[src/rtl/lc4_div_iter.sv]
// lc4_div_iter: iterative restoring unsigned divider producing quotient and remainder,
// one quotient bit per cycle behind a valid/ready handshake.
module lc4_div_iter #(
    parameter int W = 16
) (
    input  logic         clk,
    input  logic         rst,
    input  logic         in_valid,
    output logic         in_ready,
    input  logic [W-1:0] dividend,
    input  logic [W-1:0] divisor,
    output logic         out_valid,
    input  logic         out_ready,
    output logic [W-1:0] quotient,
    output logic [W-1:0] remainder,
    output logic         busy
);
    localparam logic [1:0] IDLE = 2'd0, RUN = 2'd1, DONE = 2'd2;
    localparam int CW = $clog2(W);

    logic [1:0]    state;
    logic [W-1:0]  dvd, dsr, rem, q, rem_n, q_n;
    logic [CW-1:0] cnt;
    logic [W:0]    t;

    // A negative trial difference means the divisor did not fit: restore and shift in 0.
    always_comb begin
        t     = {rem, dvd[W-1]} - {1'b0, dsr};
        rem_n = t[W] ? {rem[W-2:0], dvd[W-1]} : t[W-1:0];
        q_n   = {q[W-2:0], ~t[W]};
    end

    assign in_ready  = state == IDLE;
    assign out_valid = state == DONE;
    assign busy      = state != IDLE;

    always_ff @(posedge clk or posedge rst) begin
        if (rst) begin
            state     <= IDLE;
            dvd       <= '0;
            dsr       <= '0;
            rem       <= '0;
            q         <= '0;
            cnt       <= '0;
            quotient  <= '0;
            remainder <= '0;
        end else begin
            case (state)
                IDLE: if (in_valid) begin
                    dvd   <= dividend;
                    dsr   <= divisor;
                    rem   <= '0;
                    q     <= '0;
                    cnt   <= '0;
                    state <= RUN;
                end
                RUN: begin
                    rem <= rem_n;
                    q   <= q_n;
                    dvd <= {dvd[W-2:0], 1'b0};
                    cnt <= cnt + 1'b1;
                    if (cnt == CW'(W - 1)) begin
                        // Divide by zero still runs all iterations, then reports 0/0.
                        quotient  <= (dsr == '0) ? '0 : q_n;
                        remainder <= (dsr == '0) ? '0 : rem_n;
                        state     <= DONE;
                    end
                end
                DONE: if (out_ready) state <= IDLE;
                default: state <= IDLE;
            endcase
        end
    end
endmodule

[config.mk]
export PLATFORM = sky130hd
export DESIGN_NAME = lc4_div_iter
export DESIGN_NICKNAME = d
export VERILOG_FILES = /design/src/rtl/lc4_div_iter.sv
export SDC_FILE = /design/constraint.sdc
export NUM_CORES = 1
export LEC_CHECK = 0
export ABC_AREA = 0
export CAP_MARGIN = 30
export CORE_MARGIN = 10
export CORE_UTILIZATION = 35
export CTS_CLUSTER_SIZE = 30
export DETAILED_ROUTE_END_ITERATION = 6
export HOLD_SLACK_MARGIN = 0.02
export PLACE_DENSITY = 0.6
export SYNTH_ARGS = -nofsm -noshare
export SYNTH_HDL_FRONTEND = slang
export SYNTH_SLANG_ARGS = --single-unit
[constraint.sdc]
create_clock -name clk -period 10.2 [get_ports clk]
set_input_delay 2.04 -clock clk [delete_from_list [all_inputs] [get_ports clk]]
set_output_delay 2.04 -clock clk [all_outputs]
set_load 0.02 [all_outputs]
==> impl_metrics.yaml, run 1 <==
drt:
  route.met3.wl_um: 911
  viasPerCell: 5.45
  num_vias: 4284
  wirelength_um: 13400
  first_pass_iters: 5
  routed.top_layer: "met4"
  drc: 0
  dr.first_iter.drc_count: 435
  antenna_left: 0
  wl_met1_um: 6350
  wl_per_cell_um: 17.0
  met2_length_um: 5980
pwr:
  ir_drop_v: 0.000122
  p_seq_share_pct: 29.1
  p_clk_share_pct: 13.5
  netSwitchingPower_uw: 1170
  p_int_uw: 1360
  switching_share_pct: 46.2
  p_comb_share_pct: 57.4
  p_total_uw: 2530
  power_leakage_uw: 0.00274
  power.density_nw_per_um2: 398
place:
  hpwl_um: 9470
  io_buffers: 70
  globalplace.congestion: 0.811
  placed_area_um2: 6060
setup_path:
  crit_start: "in_valid"
  setup.worst_path.start_class: "primary input"
  worstSetupPathType: "primary input to flip-flop"
  crit_end: "cnt[2]"
  crit_arrival_ns: 3.96
  rr_endpoint: "rem[6]"
  reg2reg_depth: 11
  cp-end-kind: "flip-flop"
  rrSetupSlack_ns: 7.17
  timing.rr.start: "dvd[15]"
  required_ns: 10.46
  crit_fanout: 70
grt:
  grt.total_usage_pct: 13.2
  grt_pass1_vias: 4204
  grt_pass1_wl_um: 22200
  grt_start_max_net_pins: 71
  antenna_found_initial: 0
  grt_overflow_total: 0
clock_network:
  ctsRootBufferMaster: "clkbuf_16"
  post_cts_resized: 0
  numCtsBuffers: 9
  worstSkewPairLatency_ns: 0.35
  ctsHoldBuffers: 0
  cts_sinks: 101
  cts_max_level: 3
  cts_buffer_depth: 2
  clk_pin_slew_worst_paths_ns: 0.07
  tritoncts: "yes"
  post_cts_buffers: 0
logic_synthesis:
  synth_edf_count: 0
  synth_fp_nets: 598
  synth_area_leader_cell: "dfrtp_1"
  synth_top_area_share_pct: 48.5
  seq_area_frac_synth_pct: 48.5
  yosysMostFrequentCell: "dfrtp_1"
  synth_cells: 544
  ys_ff_latch: 101
  yosys-top-cells-area: "dfrtp_1 (48%), nand2_1 (5.5%), o211ai_1 (4.5%)"
  synthTopCellsByCount: "dfrtp_1 (101), nand2_1 (76), nor2_1 (39)"
  yosys_warnings: 0
  avgSynthCellArea_um2: 9.59
  synthArstFlopShare_pct: 100
  syn_area_um2: 5220
  yosysUniqueCellTypes: 57
  yosys_most_used_dff: "dfrtp_1"
timing:
  setup_viol: 0
  period_share_pct: 36.3
  clock_skew_ns: 0.0125
  finalSetupTns_ns: 0
  rsz0062_at_grt: "no"
  clock.fmax_mhz: 270
  min_period_ns: 3.70
  worst-slew-pin-transition_ns: 0.755
  max_slew_margin_pct: 49.7
  hold_viol_final: 0
  slew_violations: 0
cells_and_area:
  area_growth_syn_to_layout_pct: 22.0
  final_layout_size_suffix_gt1_share_pct: 8.97
  postLayoutCoreUtil_pct: 43.6
  seq_area_um2: 2530
  multi_input_area_um2: 2450
  fill_cells: 1415
  finalInstanceArea_um2: 6360
  nNetsFinal: 651
  antenna_cells: 0
worst_hold_path:
  worstHoldPathType: "flip-flop to flip-flop"
die:
  initial_utilization_pct: 35.7
  rows: 44
  core_area_um2: 14600
  die_h_um: 142
  die_w_um: 142
  ios: 71
  die-area_um2: 20200
run_status:
  status: "complete, no violations"
run:
  maxCapViolations: 0
-- cell type report --
class	count	share of cell area (%)
inverters	23	1.40
clock inverters	7	1.26
repair buffers	78	12.0
flip-flops and latches	101	39.7
multi-input cells	384	38.5
clock buffers	9	3.54
well taps	184	3.62
-- through the flow --
step,hold slack [ns],instances,worst slack (ns)
after floorplan,0.450,544,5.51
after global placement,0.466,770,6.22
after detailed placement,0.484,770,6.17
after CTS,0.501,786,6.51
after global routing,0.528,786,6.30
final,0.491,786,6.50
-- worst min-delay path by stage --
stage | slack (ns) | to | depth (start not counted) | startpoint
after floorplan | 0.45 | cnt[3] | 1 | cnt[3]
after global placement | 0.47 | cnt[3] | 1 | cnt[3]
after detailed placement | 0.48 | quotient[0] | 2 | quotient[0]
after CTS | 0.50 | quotient[0] | 2 | quotient[0]
after global routing | 0.53 | remainder[14] | 2 | remainder[14]
final | 0.49 | quotient[0] | 2 | quotient[0]
-- power groups by stage --
stage	Sequential (uW)	Clock (uW)	Combinational, uW
floorplan	754	0	1030
global placement	738	0	1410
detailed placement	745	0	1440
CTS	738	352	1450
global route	766	366	1610
finish	738	343	1450
-- metal layers --
metal	global-route usage [%]	vias to the layer above
li1	-	2095
met1	18.6	2071
met2	19.6	111
met3	3.37	7
met4	3.77	0
met5	0	-
-- kinds of logic (layout without fill, tap and decap cells) --
kind of cell	Yosys count	after routing	synth area share (%)
AO/OA/AOI/OAI	140	140	19.3
AND/OR/NAND/NOR	200	200	17.9
flip-flops	101	101	48.5
multiplexers	17	17	3.65
adder cells (fa/ha/maj)	18	18	4.46
XOR/XNOR	9	9	1.51
buffers and inverters	59	117	4.73
-- worst max-delay path, cell delays in order --
cell	delay, ns
clkdlybuf4s50_1	0.41
nand2_2	0.05
buf_4	0.59
nand2_1	0.49
o21ai_0	0.21
nand2_1	0.07
o21ai_0	0.07
-- flip-flops by register name, indices dropped and copies added (netlist names) --
name,flops
q,15
state,2
rem,16
dsr,16
remainder,16
cnt,4
quotient,16
dvd,16
-- cells in the final DEF, fill, tap and decap left out, types with 3 or more instances in the layout --
cell type	instances
nand2_1	75
dfrtp_1	101
o221ai_1	4
buf_4	8
o211ai_1	31
o31ai_1	3
a31oi_1	3
clkdlybuf4s50_1	70
a21o_1	5
nor4_1	6
nor2_1	39
clkbuf_16	9
nand3_1	35
ha_1	17
mux2_2	16
xnor2_1	8
and3_1	6
o22ai_1	15
a22o_1	15
nand4_1	16
a21oi_1	21
nor3_1	6
nand2b_1	4
inv_1	22
o311ai_0	3
o21ai_0	17
(Power assumes the default switching activity.)
==> run 2: changes to the inputs <==
Clock period 10.2 ns to 3.58 ns, I/O delays scaled along.
==> impl_metrics.yaml, run 2 (synthesis gave the netlist of run 1 again) <==
run_status:
  status: "complete, no violations"
grt:
  grt_busiest_layer: "met2"
  grt.total_usage_pct: 13.3
  use_met1_pct: 18.6
  grt_pass1_vias: 4243
  antenna_found_initial: 0
  gr-usage-met3_pct: 2.87
  grt_pass1_wl_um: 22400
  grt_start_max_net_pins: 46
  gr-usage-met2_pct: 19.7
  grt_overflow_total: 0
timing:
  finalSetupTns_ns: 0
  period_share_pct: 82.5
  clock.fmax_mhz: 339
  fin_ws_ns: 0.627
  rsz0062_at_grt: "no"
  slew_violations: 0
  worst-slew-pin-transition_ns: 0.668
  max_slew_margin_pct: 55.3
  setup_viol: 0
  hold_viol_final: 0
  min_period_ns: 2.95
  clock_skew_ns: 0.00834
drt:
  wl_per_cell_um: 17.2
  drc: 0
  wirelength_um: 13500
  antenna_left: 0
  first_pass_iters: 5
  num_vias: 4356
  viasPerCell: 5.53
  dr.first_iter.drc_count: 346
setup_path:
  required_ns: 3.78
  crit_arrival_ns: 3.15
  rrSetupSlack_ns: 0.63
  reg2reg_depth: 10
  timing.rr.start: "dvd[15]"
  worstSetupPathType: "flip-flop to flip-flop"
  setup.worst_path.start_class: "flip-flop"
  cp-end-kind: "flip-flop"
  crit_fanout: 19
  rr_endpoint: "remainder[11]"
clock_network:
  tritoncts: "yes"
  ctsRootBufferMaster: "clkbuf_16"
  numCtsBuffers: 9
  ctsHoldBuffers: 0
  cts_max_level: 3
  clk_pin_slew_worst_paths_ns: 0.07
  worstSkewPairLatency_ns: 0.35
  cts_buffer_depth: 2
  post_cts_resized: 0
  cts_sinks: 101
  post_cts_buffers: 0
place:
  io_buffers: 70
  globalplace.congestion: 0.893
  hpwl_um: 9710
  place_ws_ns: 0.654
die:
  ios: 71
  initial_utilization_pct: 35.7
  die_w_um: 142
  rows: 44
  die_h_um: 142
  die-area_um2: 20200
  core_area_um2: 14600
worst_hold_path:
  hold_path_depth: 2
  min_to: "remainder[15]"
  worstHoldPathType: "flip-flop to flip-flop"
  min_from: "remainder[15]"
cells_and_area:
  layout_common_cells: "dfrtp_1 (101), nand2_1 (75), clkdlybuf4s50_1 (70)"
  final_common_cell: "dfrtp_1"
  area_growth_syn_to_layout_pct: 22.0
  final_layout_size_suffix_gt1_share_pct: 8.94
  nNetsFinal: 653
  antenna_cells: 0
pwr:
  power.density_nw_per_um2: 1130
  power_leakage_uw: 0.00275
  ir_drop_v: 0.000342
run:
  maxCapViolations: 0
## run 2: routing by layer
layer  vias up  part of all wire, %
li1       2102                    -
met1      2115                   47
met2       126                   45
met3        13                  6.2
met4         0                  1.5
met5         -                    0
## run 2: metrics by stage
| step | instances | util (%) | cell area (um^2) | total power [uW] | hold slack [ns] |
|---|---|---|---|---|---|
| floorplan | 544 | - | 5220 | 5090 | 0.450 |
| global placement | 771 | 41.7 | 6080 | 6110 | 0.471 |
| detailed placement | 772 | 41.7 | 6090 | 6200 | 0.472 |
| CTS | 788 | 43.6 | 6360 | 7160 | 0.489 |
| global route | 788 | 43.6 | 6360 | 7710 | 0.513 |
| finish | 788 | 43.6 | 6360 | 7160 | 0.490 |
## run 2: cell type report
cell class	count	area [um^2]
timing repair buffer	80	788
sequential	101	2530
tap	184	230
clock buffer	11	233
multi-input combinational	384	2450
inverter	23	88.8
clock inverter	5	42.5
fill	1344	8230
## run 2: critical path, stage by stage, from the launching register on
cell and delay [ns]:
dfrtp_1 0.38, inv_1 0.11, ha_1 0.17, inv_1 0.05, fa_1 0.43, a211oi_2 0.33
o211a_1 0.27, nor3_1 0.09, or2_4 0.34, nor2_4 0.44, o221ai_1 0.18
## run 2: how the worst max path moves through the flow
stage,start,end,slack [ns]
after floorplan,rst,cnt[0],0.22
after global placement,dvd[15],rem[6],0.19
after detailed placement,dvd[15],remainder[13],0.65
after CTS,dvd[15],remainder[13],0.64
after global routing,dvd[15],remainder[9],0.47
final,dvd[15],remainder[11],0.63
## run 2: power by group
| part | switching (uW) | total (uW) | internal, uW |
|---|---|---|---|
| logic | 2430 | 4140 | 1710 |
| clock network | 450 | 932 | 483 |
| registers | 404 | 2090 | 1690 |
| total | 3280 | 7160 | 3880 |
